**src/rtl/uio_bus_arbiter_pkg.sv**
```systemverilog
// Shared types and constants for the uio pad-bus arbiter and its helpers.
package uio_bus_arbiter_pkg;

  typedef logic [1:0] state_t;

  localparam state_t ST_IDLE = 2'd0;
  localparam state_t ST_TURN = 2'd1;
  localparam state_t ST_OWN  = 2'd2;

  localparam int HOLD_W = 4;
  localparam int TURN_W = 2;

  localparam logic [7:0] OE_DEFAULT = 8'hFF;

endpackage

```
**src/rtl/uio_bus_arbiter_if.sv**
```systemverilog
// Requester/pad bundle of the uio arbiter; master is the requester and pad side.
interface uio_bus_arbiter_if #(
  parameter int N = 4
);
  logic [N-1:0]   req;
  logic [N-1:0]   wr;
  logic [8*N-1:0] wdata;
  logic [N-1:0]   gnt;
  logic [7:0]     uio_out;
  logic [7:0]     uio_oe;
  logic [7:0]     uio_in;
  logic [7:0]     rdata;
  logic           rvalid;

  modport master (
    output req, wr, wdata, uio_in,
    input  gnt, uio_out, uio_oe, rdata, rvalid
  );

  modport slave (
    input  req, wr, wdata, uio_in,
    output gnt, uio_out, uio_oe, rdata, rvalid
  );
endinterface

```
**src/rtl/uio_bus_arbiter_rr_picker.sv**
```systemverilog
// Combinational round-robin picker: first set request at or after ptr_i, wrapping.
module uio_bus_arbiter_rr_picker #(
  parameter int N = 4
) (
  input  logic [N-1:0]         req_i,
  input  logic [$clog2(N)-1:0] ptr_i,
  output logic                 valid_o,
  output logic [$clog2(N)-1:0] idx_o
);

  // Scan farthest-first so the candidate closest to the pointer is written last.
  always_comb begin
    int cand;
    cand    = 0;
    valid_o = 1'b0;
    idx_o   = '0;
    for (int i = N - 1; i >= 0; i--) begin
      cand = int'(ptr_i) + i;
      if (cand >= N) cand = cand - N;
      if (req_i[cand]) begin
        valid_o = 1'b1;
        idx_o   = $clog2(N)'(cand);
      end
    end
  end

endmodule

```
**src/rtl/uio_bus_arbiter.sv**
```systemverilog
// Round-robin time-sharing of the 8-bit uio pad bus with bounded tenures
// and an all-inputs turnaround gap between owners.
module uio_bus_arbiter
  import uio_bus_arbiter_pkg::*;
#(
  parameter int         N           = 4,
  parameter int         MAX_HOLD    = 8,
  parameter int         TURN_CYCLES = 1,
  parameter logic [7:0] OE_MASK     = OE_DEFAULT
) (
  input logic              clk,
  input logic              rst_n,
  input logic              ena,
  uio_bus_arbiter_if.slave bus
);

  localparam int PTR_W = $clog2(N);

  state_t            state_q, state_d;
  logic [PTR_W-1:0]  owner_q, owner_d, ptr_q, ptr_d;
  logic [PTR_W-1:0]  owner_inc, pick_ptr, pick_idx;
  logic              owner_wr_q, owner_wr_d;
  logic [HOLD_W-1:0] hold_q, hold_d;
  logic [TURN_W-1:0] turn_q, turn_d;
  logic [N-1:0]      gnt_q, gnt_d, owner_mask;
  logic [7:0]        uio_out_q, uio_out_d, uio_oe_q, uio_oe_d, rdata_q, rdata_d;
  logic              rvalid_q, rvalid_d;
  logic              pick_valid, others_pending, arbitrate;

  assign owner_inc = (int'(owner_q) == N - 1) ? '0 : owner_q + 1'b1;
  // On exit from OWN the next owner is searched from just past the current one.
  assign pick_ptr  = (state_q == ST_OWN) ? owner_inc : ptr_q;

  always_comb begin
    owner_mask          = '0;
    owner_mask[owner_q] = 1'b1;
  end

  assign others_pending = |(bus.req & ~owner_mask);

  uio_bus_arbiter_rr_picker #(.N(N)) u_picker (
    .req_i   (bus.req),
    .ptr_i   (pick_ptr),
    .valid_o (pick_valid),
    .idx_o   (pick_idx)
  );

  always_comb begin
    // NOTE: every _d gets its default first so no path through the case infers a latch.
    state_d    = state_q;
    owner_d    = owner_q;
    owner_wr_d = owner_wr_q;
    ptr_d      = ptr_q;
    hold_d     = hold_q;
    turn_d     = turn_q;
    arbitrate  = 1'b0;

    case (state_q)
      ST_IDLE: arbitrate = pick_valid;
      ST_TURN: begin
        if (int'(turn_q) + 1 >= TURN_CYCLES) begin
          state_d = ST_OWN;
          hold_d  = HOLD_W'(1);
        end else begin
          turn_d = turn_q + 1'b1;
        end
      end
      ST_OWN: begin
        if (!bus.req[owner_q] || (int'(hold_q) == MAX_HOLD && others_pending)) begin
          ptr_d     = owner_inc;
          hold_d    = '0;
          state_d   = ST_IDLE;
          arbitrate = others_pending;
        end else if (int'(hold_q) < MAX_HOLD) begin
          hold_d = hold_q + 1'b1;
        end
      end
      default: state_d = ST_IDLE;
    endcase

    if (arbitrate) begin
      owner_d    = pick_idx;
      owner_wr_d = bus.wr[pick_idx];
      turn_d     = '0;
      if (TURN_CYCLES == 0) begin
        state_d = ST_OWN;
        hold_d  = HOLD_W'(1);
      end else begin
        state_d = ST_TURN;
      end
    end

    // Disable abandons the tenure but keeps the fairness pointer where it was.
    if (!ena) begin
      state_d = ST_IDLE;
      ptr_d   = ptr_q;
      hold_d  = '0;
      turn_d  = '0;
    end
  end

  always_comb begin
    gnt_d     = '0;
    uio_oe_d  = '0;
    uio_out_d = '0;
    if (state_d == ST_OWN) begin
      gnt_d[owner_d] = 1'b1;
      if (owner_wr_d) begin
        uio_oe_d  = OE_MASK;
        uio_out_d = bus.wdata[int'(owner_d)*8 +: 8];
      end
    end
    rvalid_d = ena && (state_q == ST_OWN) && !owner_wr_q;
    rdata_d  = rvalid_d ? bus.uio_in : rdata_q;
  end

  // NOTE: clocked state uses non-blocking assignments so every register samples pre-edge values.
  always_ff @(posedge clk) begin
    if (!rst_n) begin
      state_q    <= ST_IDLE;
      owner_q    <= '0;
      owner_wr_q <= 1'b0;
      ptr_q      <= '0;
      hold_q     <= '0;
      turn_q     <= '0;
      gnt_q      <= '0;
      uio_out_q  <= '0;
      uio_oe_q   <= '0;
      rdata_q    <= '0;
      rvalid_q   <= 1'b0;
    end else begin
      state_q    <= state_d;
      owner_q    <= owner_d;
      owner_wr_q <= owner_wr_d;
      ptr_q      <= ptr_d;
      hold_q     <= hold_d;
      turn_q     <= turn_d;
      gnt_q      <= gnt_d;
      uio_out_q  <= uio_out_d;
      uio_oe_q   <= uio_oe_d;
      rdata_q    <= rdata_d;
      rvalid_q   <= rvalid_d;
    end
  end

  assign bus.gnt     = gnt_q;
  assign bus.uio_out = uio_out_q;
  assign bus.uio_oe  = uio_oe_q;
  assign bus.rdata   = rdata_q;
  assign bus.rvalid  = rvalid_q;

endmodule

```
**src/flat_wrapper.sv**
```systemverilog
// flat-port wrapper written by rule: the top's interface ports become plain ports
module uio_bus_arbiter_flat import uio_bus_arbiter_pkg::*;
#(
  parameter int         N           = 4,
  parameter int         MAX_HOLD    = 8,
  parameter int         TURN_CYCLES = 1,
  parameter logic [7:0] OE_MASK     = OE_DEFAULT
)
  (clk, rst_n, ena, bus_req, bus_wr, bus_wdata, bus_uio_in, bus_gnt, bus_uio_out, bus_uio_oe, bus_rdata, bus_rvalid);
  uio_bus_arbiter_if #(.N(N)) bus_i ();
  input logic clk;
  input logic rst_n;
  input logic ena;
  input wire logic [$bits(bus_i.req)-1:0] bus_req;
  input wire logic [$bits(bus_i.wr)-1:0] bus_wr;
  input wire logic [$bits(bus_i.wdata)-1:0] bus_wdata;
  input wire logic [$bits(bus_i.uio_in)-1:0] bus_uio_in;
  output wire logic [$bits(bus_i.gnt)-1:0] bus_gnt;
  output wire logic [$bits(bus_i.uio_out)-1:0] bus_uio_out;
  output wire logic [$bits(bus_i.uio_oe)-1:0] bus_uio_oe;
  output wire logic [$bits(bus_i.rdata)-1:0] bus_rdata;
  output wire logic [$bits(bus_i.rvalid)-1:0] bus_rvalid;
  assign bus_i.req = bus_req;
  assign bus_i.wr = bus_wr;
  assign bus_i.wdata = bus_wdata;
  assign bus_i.uio_in = bus_uio_in;
  assign bus_gnt = bus_i.gnt;
  assign bus_uio_out = bus_i.uio_out;
  assign bus_uio_oe = bus_i.uio_oe;
  assign bus_rdata = bus_i.rdata;
  assign bus_rvalid = bus_i.rvalid;
  uio_bus_arbiter #(.N(N), .MAX_HOLD(MAX_HOLD), .TURN_CYCLES(TURN_CYCLES), .OE_MASK(OE_MASK)) u_core (.clk(clk), .rst_n(rst_n), .ena(ena), .bus(bus_i));
endmodule
```
**config.mk**
```make
export PLATFORM = sky130hd
export DESIGN_NAME = uio_bus_arbiter_flat
export DESIGN_NICKNAME = d
export VERILOG_FILES = /design/src/rtl/uio_bus_arbiter_pkg.sv /design/src/rtl/uio_bus_arbiter_if.sv /design/src/rtl/uio_bus_arbiter_rr_picker.sv /design/src/rtl/uio_bus_arbiter.sv /design/src/flat_wrapper.sv
export SDC_FILE = /design/constraint.sdc
export NUM_CORES = 1
export LEC_CHECK = 0
export CAP_MARGIN = 40
export CELL_PAD_IN_SITES_DETAIL_PLACEMENT = 2
export CELL_PAD_IN_SITES_GLOBAL_PLACEMENT = 2
export CORE_MARGIN = 2
export CORE_UTILIZATION = 22
export CTS_CLUSTER_SIZE = 20
export DETAILED_ROUTE_END_ITERATION = 8
export GPL_ROUTABILITY_DRIVEN = 1
export PLACE_DENSITY_LB_ADDON = 0.1
export SLEW_MARGIN = 30
export SYNTH_ARGS = -nofsm -noshare
export SYNTH_HDL_FRONTEND = slang
export SYNTH_HIERARCHICAL = 1
export SYNTH_SLANG_ARGS = --single-unit
```
**constraint.sdc**
```tcl
create_clock -name clk -period 3.1 [get_ports clk]
set_clock_uncertainty 0.1 [all_clocks]
set_input_delay 0.465 -clock clk [delete_from_list [all_inputs] [get_ports clk]]
set_output_delay 0.465 -clock clk [all_outputs]
set_load 0.02 [all_outputs]
```
==> impl_metrics.json <==
{
  "worst_slack_ns": 0.0340,
  "n_antenna_cell": 0,
  "power_mw": 1.06,
  "num_vias": 1944,
  "fillerInstances": 962,
  "async_flop_share_pct": 0,
  "regArea_sq_um": 704,
  "rsz0062_at_grt": "yes",
  "initial_utilization_pct": 22.9,
  "period_needed_ns": 3.07,
  "clock_sinks": 35,
  "hold_path_depth": 2,
  "grt_max_degree": 15,
  "finalSetupViolations": 0,
  "firstDrtPassIters": 4,
  "drt-initial-drc-count": 41,
  "synth_nets": 275,
  "max_slew_margin_pct": 63.6,
  "leakage_nw": 1.26,
  "power_density_nw_per_um2": 320,
  "min_to": "u_core/bus.rdata[6]$_SDFFE_PN0P_",
  "cp-end-kind": "register",
  "ys_seq_elements": 35,
  "drv_slew": 0,
  "grtUsageTotal_pct": 14.1,
  "h-tree-depth": 2,
  "viasPerCell": 4.58,
  "cts_tree": "done",
  "layout.nets": 378,
  "max_freq_mhz": 326,
  "synth_top_area_share_pct": 35.0,
  "drv_cap": 0,
  "peakVddDrop_mv": 0.170,
  "critical_path_peak_fanout": 5,
  "synth_top_cell_by_area": "dfxtp_1",
  "ys_seq_area_share_pct": 35.0,
  "cts_buffer_depth": 2,
  "fin_crit_sh_pct": 98.9,
  "clk_latency_ns": 0.28,
  "core_sq_um": 8760,
  "dp.final_hpwl_microns": 5130,
  "dieWidth_microns": 99.5,
  "cts_made_buffers": 5,
  "row_count": 34,
  "synth_cell_type_count": 43,
  "drive_gt1_share_pct": 26.3,
  "hold_buffers": 0,
  "numPortBuffers": 79,
  "r2r-end": "u_core/bus.uio_out[1]$_SDFF_PN0_",
  "avgSynthCellArea_sq_um": 9.45,
  "synthTopCellsByArea": "dfxtp_1, mux4_2, ha_1, nand2_1, and3_1",
  "synth_ff_type": "dfxtp_1",
  "grt_pass1_wl_microns": 11000,
  "drc": 0,
  "crit_arrival_ns": 3.15,
  "drt-total-wl_microns": 6870,
  "r2r_start": "u_core/owner_q[0]$_SDFF_PN0_",
  "synth_commonest_cells": "dfxtp_1, nand2_1, inv_1, nor2_1, and3_1",
  "multi_input_area_sq_um": 1280,
  "hold_path_startpoint": "u_core/bus.rdata[6]$_SDFFE_PN0P_",
  "synthesis.area_sq_um": 2000,
  "worstRegToRegCells": 10,
  "syn_inst": 212,
  "io_pins": 80,
  "regToRegSetupSlack_ns": 0.03,
  "cts.clk_slew.worst_paths_ns": 0.08,
  "die_h_microns": 99.5,
  "dp_slack_ns": -0.177,
  "crit_type": "reg -> reg",
  "status": "finished clean",
  "cts-root-buf": "clkbuf_8",
  "die_area_sq_um": 9890,
  "hold_class": "reg -> reg",
  "startpoint_type": "register",
  "grt_overflow_total": 0,
  "max_slew.worst_pin.slew_ns": 0.545,
  "ant_nets": 0,
  "hold_violations": 0,
  "wl_per_cell_microns": 16.2,
  "ys_warn_count": 6,
  "yosysMostFrequentCell": "dfxtp_1",
  "grt_pass1_vias": 2132,
  "synth-edff-count": 0,
  "place.gp.congestion": 0.703,
  "crit_required_ns": 3.19,
  "syn_to_final_growth_pct": 64.9,
  "antenna_found_initial": 0
}
-- state kept, by name, summed over array words and instances, names as in the netlist --
signal              count
u_core/owner_q          2
u_core/hold_q           4
u_core/bus.rvalid       1
u_core/bus.rdata        8
u_core/state_q          2
u_core/bus.uio_out      8
u_core/bus.gnt          4
u_core/ptr_q            2
u_core/owner_wr_q       1
u_core/turn_q           2
u_core/bus.uio_oe       1
-- cell families (layout without fill, tap and decap cells) --
family / Yosys count / count (layout) / synth area share, %
AOI/OAI and AO/OA: 32 / 32 / 11.5
DFF: 35 / 35 / 35.0
xor gates and xnor gates: 1 / 1 / 0.437
buffers and inverters: 29 / 132 / 7.37
muxes: 16 / 16 / 14.8
adders and majority gates: 12 / 12 / 7.49
and+or+nand+nor: 87 / 88 / 23.5
-- power by group --
part           total, mW  switching [mW]  internal (mW)
combinational      0.237          0.0930          0.144
sequential         0.462         0.00702          0.455
clock              0.360           0.178          0.181
total               1.06           0.278          0.780
-- how the worst max path moves through the flow --
stage	from	end
5_1_grt	u_core/owner_q[0]$_SDFF_PN0_	u_core/bus.uio_out[1]$_SDFF_PN0_
2_1_floorplan	u_core/owner_q[0]$_SDFF_PN0_	u_core/bus.uio_out[2]$_SDFF_PN0_
3_5_place_dp	u_core/state_q[0]$_SDFF_PN0_	u_core/bus.uio_out[1]$_SDFF_PN0_
3_3_place_gp	u_core/state_q[0]$_SDFF_PN0_	u_core/bus.uio_out[1]$_SDFF_PN0_
4_1_cts	u_core/owner_q[1]$_SDFF_PN0_	u_core/bus.uio_out[2]$_SDFF_PN0_
6_report	u_core/owner_q[0]$_SDFF_PN0_	u_core/bus.uio_out[1]$_SDFF_PN0_
-- cell usage in the layout, fill, tap and decap left out, drive strengths merged --
master / instances
nor3b: 2
nor4: 1
nand2b: 3
nand2: 29
clkbuf: 6
o21bai: 1
mux2: 3
o311ai: 1
nand3: 2
or4: 6
mux4: 10
clkdlybuf4s50: 79
dfxtp: 35
o21ai: 3
and2: 4
buf: 30
nor3: 3
ha: 12
a211oi: 2
a32o: 1
mux2i: 3
a31o: 2
nand3b: 2
a21oi: 7
or2: 2
clkinvlp: 1
o41a: 1
a21boi: 10
xnor2: 1
inv: 14
and3: 13
and3b: 1
o22a: 1
clkinv: 2
o31ai: 2
nor2: 14
a31oi: 1
nor2b: 6
-- layout make-up --
cell class / instances / share of cell area, %
multi-input combinational: 149 / 38.8
timing repair buffer: 109 / 31.1
sequential: 35 / 21.3
tap: 108 / 4.09
clock buffer: 6 / 2.50
inverter: 15 / 1.74
clock inverter: 2 / 0.492
-- worst max-delay path, cell delays in order (launching register included) --
cell	delay, ns
dfxtp_2	0.35
inv_2	0.05
ha_4	0.23
mux2_4	0.29
mux2i_1	0.14
a211oi_2	0.37
nand2_2	0.17
o31ai_4	0.30
or4_4	0.25
mux4_2	0.53
and3_4	0.18
-- what timing repair did --
item,in CTS,in global routing
gates resized for setup,16,14
cloned,1,0
pin swaps,3,9
buffers inserted,1,5
hold endpoints to repair,0,0
endpoints found under the setup margin,8,8
-- stage by stage --
| step | cell area [sq um] | hold WS [ns] | std cells | utilization (%) | TNS [ns] |
|---|---|---|---|---|---|
| 6_report | 3310 | 0.366 | 424 | 37.7 | 0 |
| 5_1_grt | 3310 | 0.401 | 424 | 37.7 | -0.273 |
| 4_1_cts | 3200 | 0.374 | 419 | 36.5 | 0 |
| 3_5_place_dp | 3030 | 0.362 | 409 | 34.6 | -1.42 |
| 3_3_place_gp | 3030 | 0.351 | 409 | 34.6 | -1.17 |
| 2_1_floorplan | 2010 | 0.355 | 212 | - | 0 |
-- layer usage --
layer  share of wire (%)  GRT usage [%]
met5                   0              0
met4                0.74           2.85
met3                 5.6           3.02
met2                  49           24.0
met1                  45           18.6
(Power assumes the default switching activity.)
==> patch 1 (same flow settings) <==
`TURN_CYCLES` is set to 1 in 2 places; all go to 0.
--- a/src/rtl/uio_bus_arbiter.sv
+++ b/src/rtl/uio_bus_arbiter.sv
@@ -5,7 +5,7 @@
 #(
   parameter int         N           = 4,
   parameter int         MAX_HOLD    = 8,
-  parameter int         TURN_CYCLES = 1,
+  parameter int         TURN_CYCLES = 0,
   parameter logic [7:0] OE_MASK     = OE_DEFAULT
 ) (
   input logic              clk,
--- a/src/flat_wrapper.sv
+++ b/src/flat_wrapper.sv
@@ -3,7 +3,7 @@
 #(
   parameter int         N           = 4,
   parameter int         MAX_HOLD    = 8,
-  parameter int         TURN_CYCLES = 1,
+  parameter int         TURN_CYCLES = 0,
   parameter logic [7:0] OE_MASK     = OE_DEFAULT
 )
   (clk, rst_n, ena, bus_req, bus_wr, bus_wdata, bus_uio_in, bus_gnt, bus_uio_out, bus_uio_oe, bus_rdata, bus_rvalid);
Function: changed (a bounded check fails within 4 cycles, from zero or initial values and one cycle with rst_n low).
==> patch 1 against the unedited design <==
  * Power grew 21%
  * Non-clock buffer count shrank 14
  * Wire length shrank 6.4%
  * Sequential cell count shrank 2
  * Setup slack gained 0.17 ns
  * Global-route usage shrank 0.60 points
  * Synthesized area shrank 1.4%
  * Cell area shrank 7.3%
  * Critical path type unchanged
  * Highest routed layer unchanged
==> patch 1: results (changes against the unedited design) <==
Status = complete, no violations (unchanged)
Mean post-synth cell area = 9.78 um^2 (was 9.45 um^2)
Number of global-route vias before repair = 2,051 (was 2,132)
GR Layer Usage met2 = 0.222 (was 0.240)
Pre-CTS setup slack = 0.116 ns (was -0.177 ns)
First-pass GRT wire length = 10,500 um (was 11,000 um)
RePlAce Congestion = 0.739 (was 0.703)
Post-Syn Nets = 262 (was 275)
Max VDD drop = 0.000142 V (was 0.000170 V)
Static leakage = 1.09 nW (was 1.26 nW)
Fillers = 961 (was 962)
DP Wirelength = 5210 um (was 5130 um)
Synth cell count leaders = dfxtp_1, nand2_1, a22oi_1 (was dfxtp_1, nand2_1, inv_1, nor2_1, and3_1)
Starting DRT DRC Count = 35 (was 41)
Hold Path Sink = u_core/bus.rdata[4] (was u_core/bus.rdata[6])
Number of distinct library cells after synthesis = 46 (was 43)
FF-to-FF Start = u_core/state_q[0] (was u_core/owner_q[0])
Vias per cell = 4.57 (was 4.58)
Hold_sp = u_core/bus.rdata[4] (was u_core/bus.rdata[6])
Psw = 370 uW (was 278 uW)
Crit path DAT = 2.96 ns (was 3.15 ns)
Clk pwr = 428 uW (was 360 uW)
P_seq = 454 uW (was 462 uW)
Routed len/inst = 16.0 um (was 16.2 um)
Met3 routed WL = 474 um (was 384 um)
[patch 1: cell count changes in the layout (fill, tap and decap cells not counted), sizes merged, moves of 4 or more]
cell | unedited run | this run
and3 | 13 | 1
mux2i | 3 | 7
nand2 | 29 | 25
o32ai | 0 | 4
or4 | 6 | 0
a21oi | 7 | 13
buf | 30 | 16
mux4 | 10 | 1
a22oi | 0 | 17
[patch 1: cells by family after synthesis]
| group | count (synthesis) | share of synthesized area |
|---|---|---|
| buffers and inverters | 23 | 0.0652 |
| AOI/OAI and AO/OA | 62 | 0.292 |
| and+or+nand+nor | 64 | 0.173 |
| muxes | 11 | 0.0785 |
| DFF | 33 | 0.334 |
| adders and majority gates | 9 | 0.0570 |
[patch 1: final cells by class]
cell class              instances  area share
clock inverters                 1     0.00980
flip-flops and latches         33       0.216
clock buffers                   7      0.0282
inverters                      11      0.0135
repair buffers                 95       0.301
well taps                     108      0.0441
multi-input cells             146       0.387
[patch 1: how the worst max path moves through the flow]
stage | from | to | slack [ns] | depth (start not counted)
after floorplan | u_core/owner_q[1] | u_core/bus.uio_out[0] | 0.03 | 10
after global placement | bus_req[3] | u_core/bus.uio_out[7] | 0.16 | 7
after detailed placement | bus_req[2] | u_core/bus.uio_out[1] | 0.12 | 7
after CTS | u_core/state_q[0] | u_core/bus.uio_out[1] | 0.12 | 10
after global routing | u_core/state_q[0] | u_core/bus.uio_out[2] | 0.001 | 9
final | u_core/state_q[0] | u_core/bus.uio_out[1] | 0.20 | 9
[patch 1: timing repair]
item,4_1_cts,5_1_grt
hold buffers,0,0
buffers inserted,0,3
endpoints found under the setup margin,0,10
==> patch 2 (same flow settings) <==
Without the edit above. Take the reset off `rdata_q` and load it in a clocked block of its own.
--- a/src/rtl/uio_bus_arbiter.sv
+++ b/src/rtl/uio_bus_arbiter.sv
@@ -126,7 +126,6 @@
       gnt_q      <= '0;
       uio_out_q  <= '0;
       uio_oe_q   <= '0;
-      rdata_q    <= '0;
       rvalid_q   <= 1'b0;
     end else begin
       state_q    <= state_d;
@@ -138,9 +137,12 @@
       gnt_q      <= gnt_d;
       uio_out_q  <= uio_out_d;
       uio_oe_q   <= uio_oe_d;
-      rdata_q    <= rdata_d;
       rvalid_q   <= rvalid_d;
     end
+  end
+
+  always_ff @(posedge clk) begin
+    rdata_q <= rdata_d;
   end
 
   assign bus.gnt     = gnt_q;
Formal check against the unedited RTL: differs if rst_n is asserted again (counterexample within 4 cycles, from zero or initial values and one cycle with rst_n low); with rst_n held inactive, the same outputs for 10 cycles.
==> patch 2 against the unedited design <==
  * Fmax increased by 4.3%
  * Wire length is 13% lower
  * Largest cell class unchanged
  * Critical path type unchanged
  * Non-clock buffer count down 12
  * Sequential cell count stayed put
  * Synthesized area is 0.56% lower
  * Cell area shrank 6.2%
  * Clock power decreased by 8.9%
  * Largest power group unchanged
  * Power down 4.5%
  * Count of clock-buffer cells in the layout stayed put
  * Via count fell by 13%
  * Setup slack gained 0.13 ns
==> patch 2: results (changes against the unedited design) <==
DRT Pass-1 Iters = 4 (unchanged)
Non-clk bufs = 97 (was 109)
Fin cells = 381 (was 424)
FFs w/ async S/R, synth = 0 (unchanged)
Max VDD drop = 0.000141 V (was 0.000170 V)
Multi-input gates = 120 (was 149)
Post-Synthesis Cells = 178 (was 212)
Routed len/inst = 15.8 um (was 16.2 um)
Status = complete, no violations (unchanged)
Max-Cap Viols = 0 (unchanged)
GR Layer Usage met2 = 0.217 (was 0.240)
CP peak stage delay = 0.41 ns (was 0.53 ns)
Number of global-route vias before repair = 1,844 (was 2,132)
GRT met1 Usage = 0.155 (was 0.186)
Final Core Density = 0.354 (was 0.377)
Pre-CTS setup slack = 0.0133 ns (was -0.177 ns)
Sw Ratio = 0.249 (was 0.263)
Die W = 99.2 um (was 99.5 um)
Worst-Margin Slew = 0.409 ns (was 0.545 ns)
Sequential-to-total area share from yosys stat = 0.392 (was 0.350)
DP Area = 2950 um^2 (was 3030 um^2)
Starting DRT DRC Count = 15 (was 41)
Global Route met3 Usage = 0.0358 (was 0.0302)
Clock tree cell share of total cell area = 0.0274 (was 0.0299)
Share of cells above drive strength 1 = 0.201 (was 0.263)
Placed cells = 370 (was 409)
Crit-path max FO = 7 (was 5)
Register share of the cell area = 0.253 (was 0.213)
Clock Power Share = 0.325 (was 0.340)
Met2 Routed Length = 3010 um (was 3360 um)
Static leakage = 1.14 nW (was 1.26 nW)
Pin count of the biggest net entering global routing = 14 (was 15)
Post-Syn Nets = 241 (was 275)
DP Wirelength = 4790 um (was 5130 um)
Synth cell count leaders = dfxtp_1, nor2_1, inv_1 (was dfxtp_1, nand2_1, inv_1, nor2_1, and3_1)
Top delay family on crit path = multiplexers (unchanged)
Setup crit start = u_core/owner_q[1] (was u_core/owner_q[0])
Vias per cell = 4.43 (was 4.58)
Hold Buf Count CTS = 0 (unchanged)
GRT Util Overall = 0.125 (was 0.141)
Leading cell kind = multi-input gates (unchanged)
Routed met1 length = 2650 um (was 3080 um)
Non-clk invs = 13 (was 15)
Multi-input logic area = 1090 um^2 (was 1280 um^2)
RePlAce Congestion = 0.711 (was 0.703)
Logic pwr share = 0.206 (was 0.224)
Post-synth EDFFs = 8 (was 0)
Worst-path clk slew = 0.07 ns
Fillers = 968 (was 962)
Hold_sp = u_core/hold_q[1] (was u_core/bus.rdata[6])
Met3 routed WL = 298 um (was 384 um)
Signal buffers share of area = 0.308 (was 0.311)
Inserted Diodes = 0 (unchanged)
Number of distinct library cells after synthesis = 42 (was 43)
First-pass GRT wire length = 9600 um (was 11,000 um)
Top post-synthesis cells by area = dfxtp_1, edfxtp_1, ha_1 (was dfxtp_1, mux4_2, ha_1)
P per Cell Area = 326 nW/um^2 (was 320 nW/um^2)
-- patch 2: final timing paths --
path / to / slack [ns] / depth (start not counted)
worst min register to register: u_core/hold_q[1] / 0.43 / 2
worst max-delay path: u_core/bus.uio_out[4] / 0.16 / 14
worst max register to register: u_core/bus.uio_out[4] / 0.16 / 14
worst min-delay path: u_core/hold_q[1] / 0.43 / 2
-- patch 2: timing repair --
action                                  in CTS  in global routing
gates resized for setup                      0                 14
endpoints found under the hold margin        0                  0
endpoints found under the setup margin       0                  8
setup buffers                                0                  1
-- patch 2: kinds of logic (layout without fill, tap and decap cells) --
group	after synthesis	in the layout	synth area share
AO/OA/AOI/OAI	20	20	0.0804
multiplexers	21	21	0.178
AND/OR/NAND/NOR	66	66	0.198
XOR/XNOR	1	1	0.00440
buffers and inverters	23	118	0.0716
adder cells (fa/ha/maj)	12	12	0.0753
flip-flops	35	35	0.392
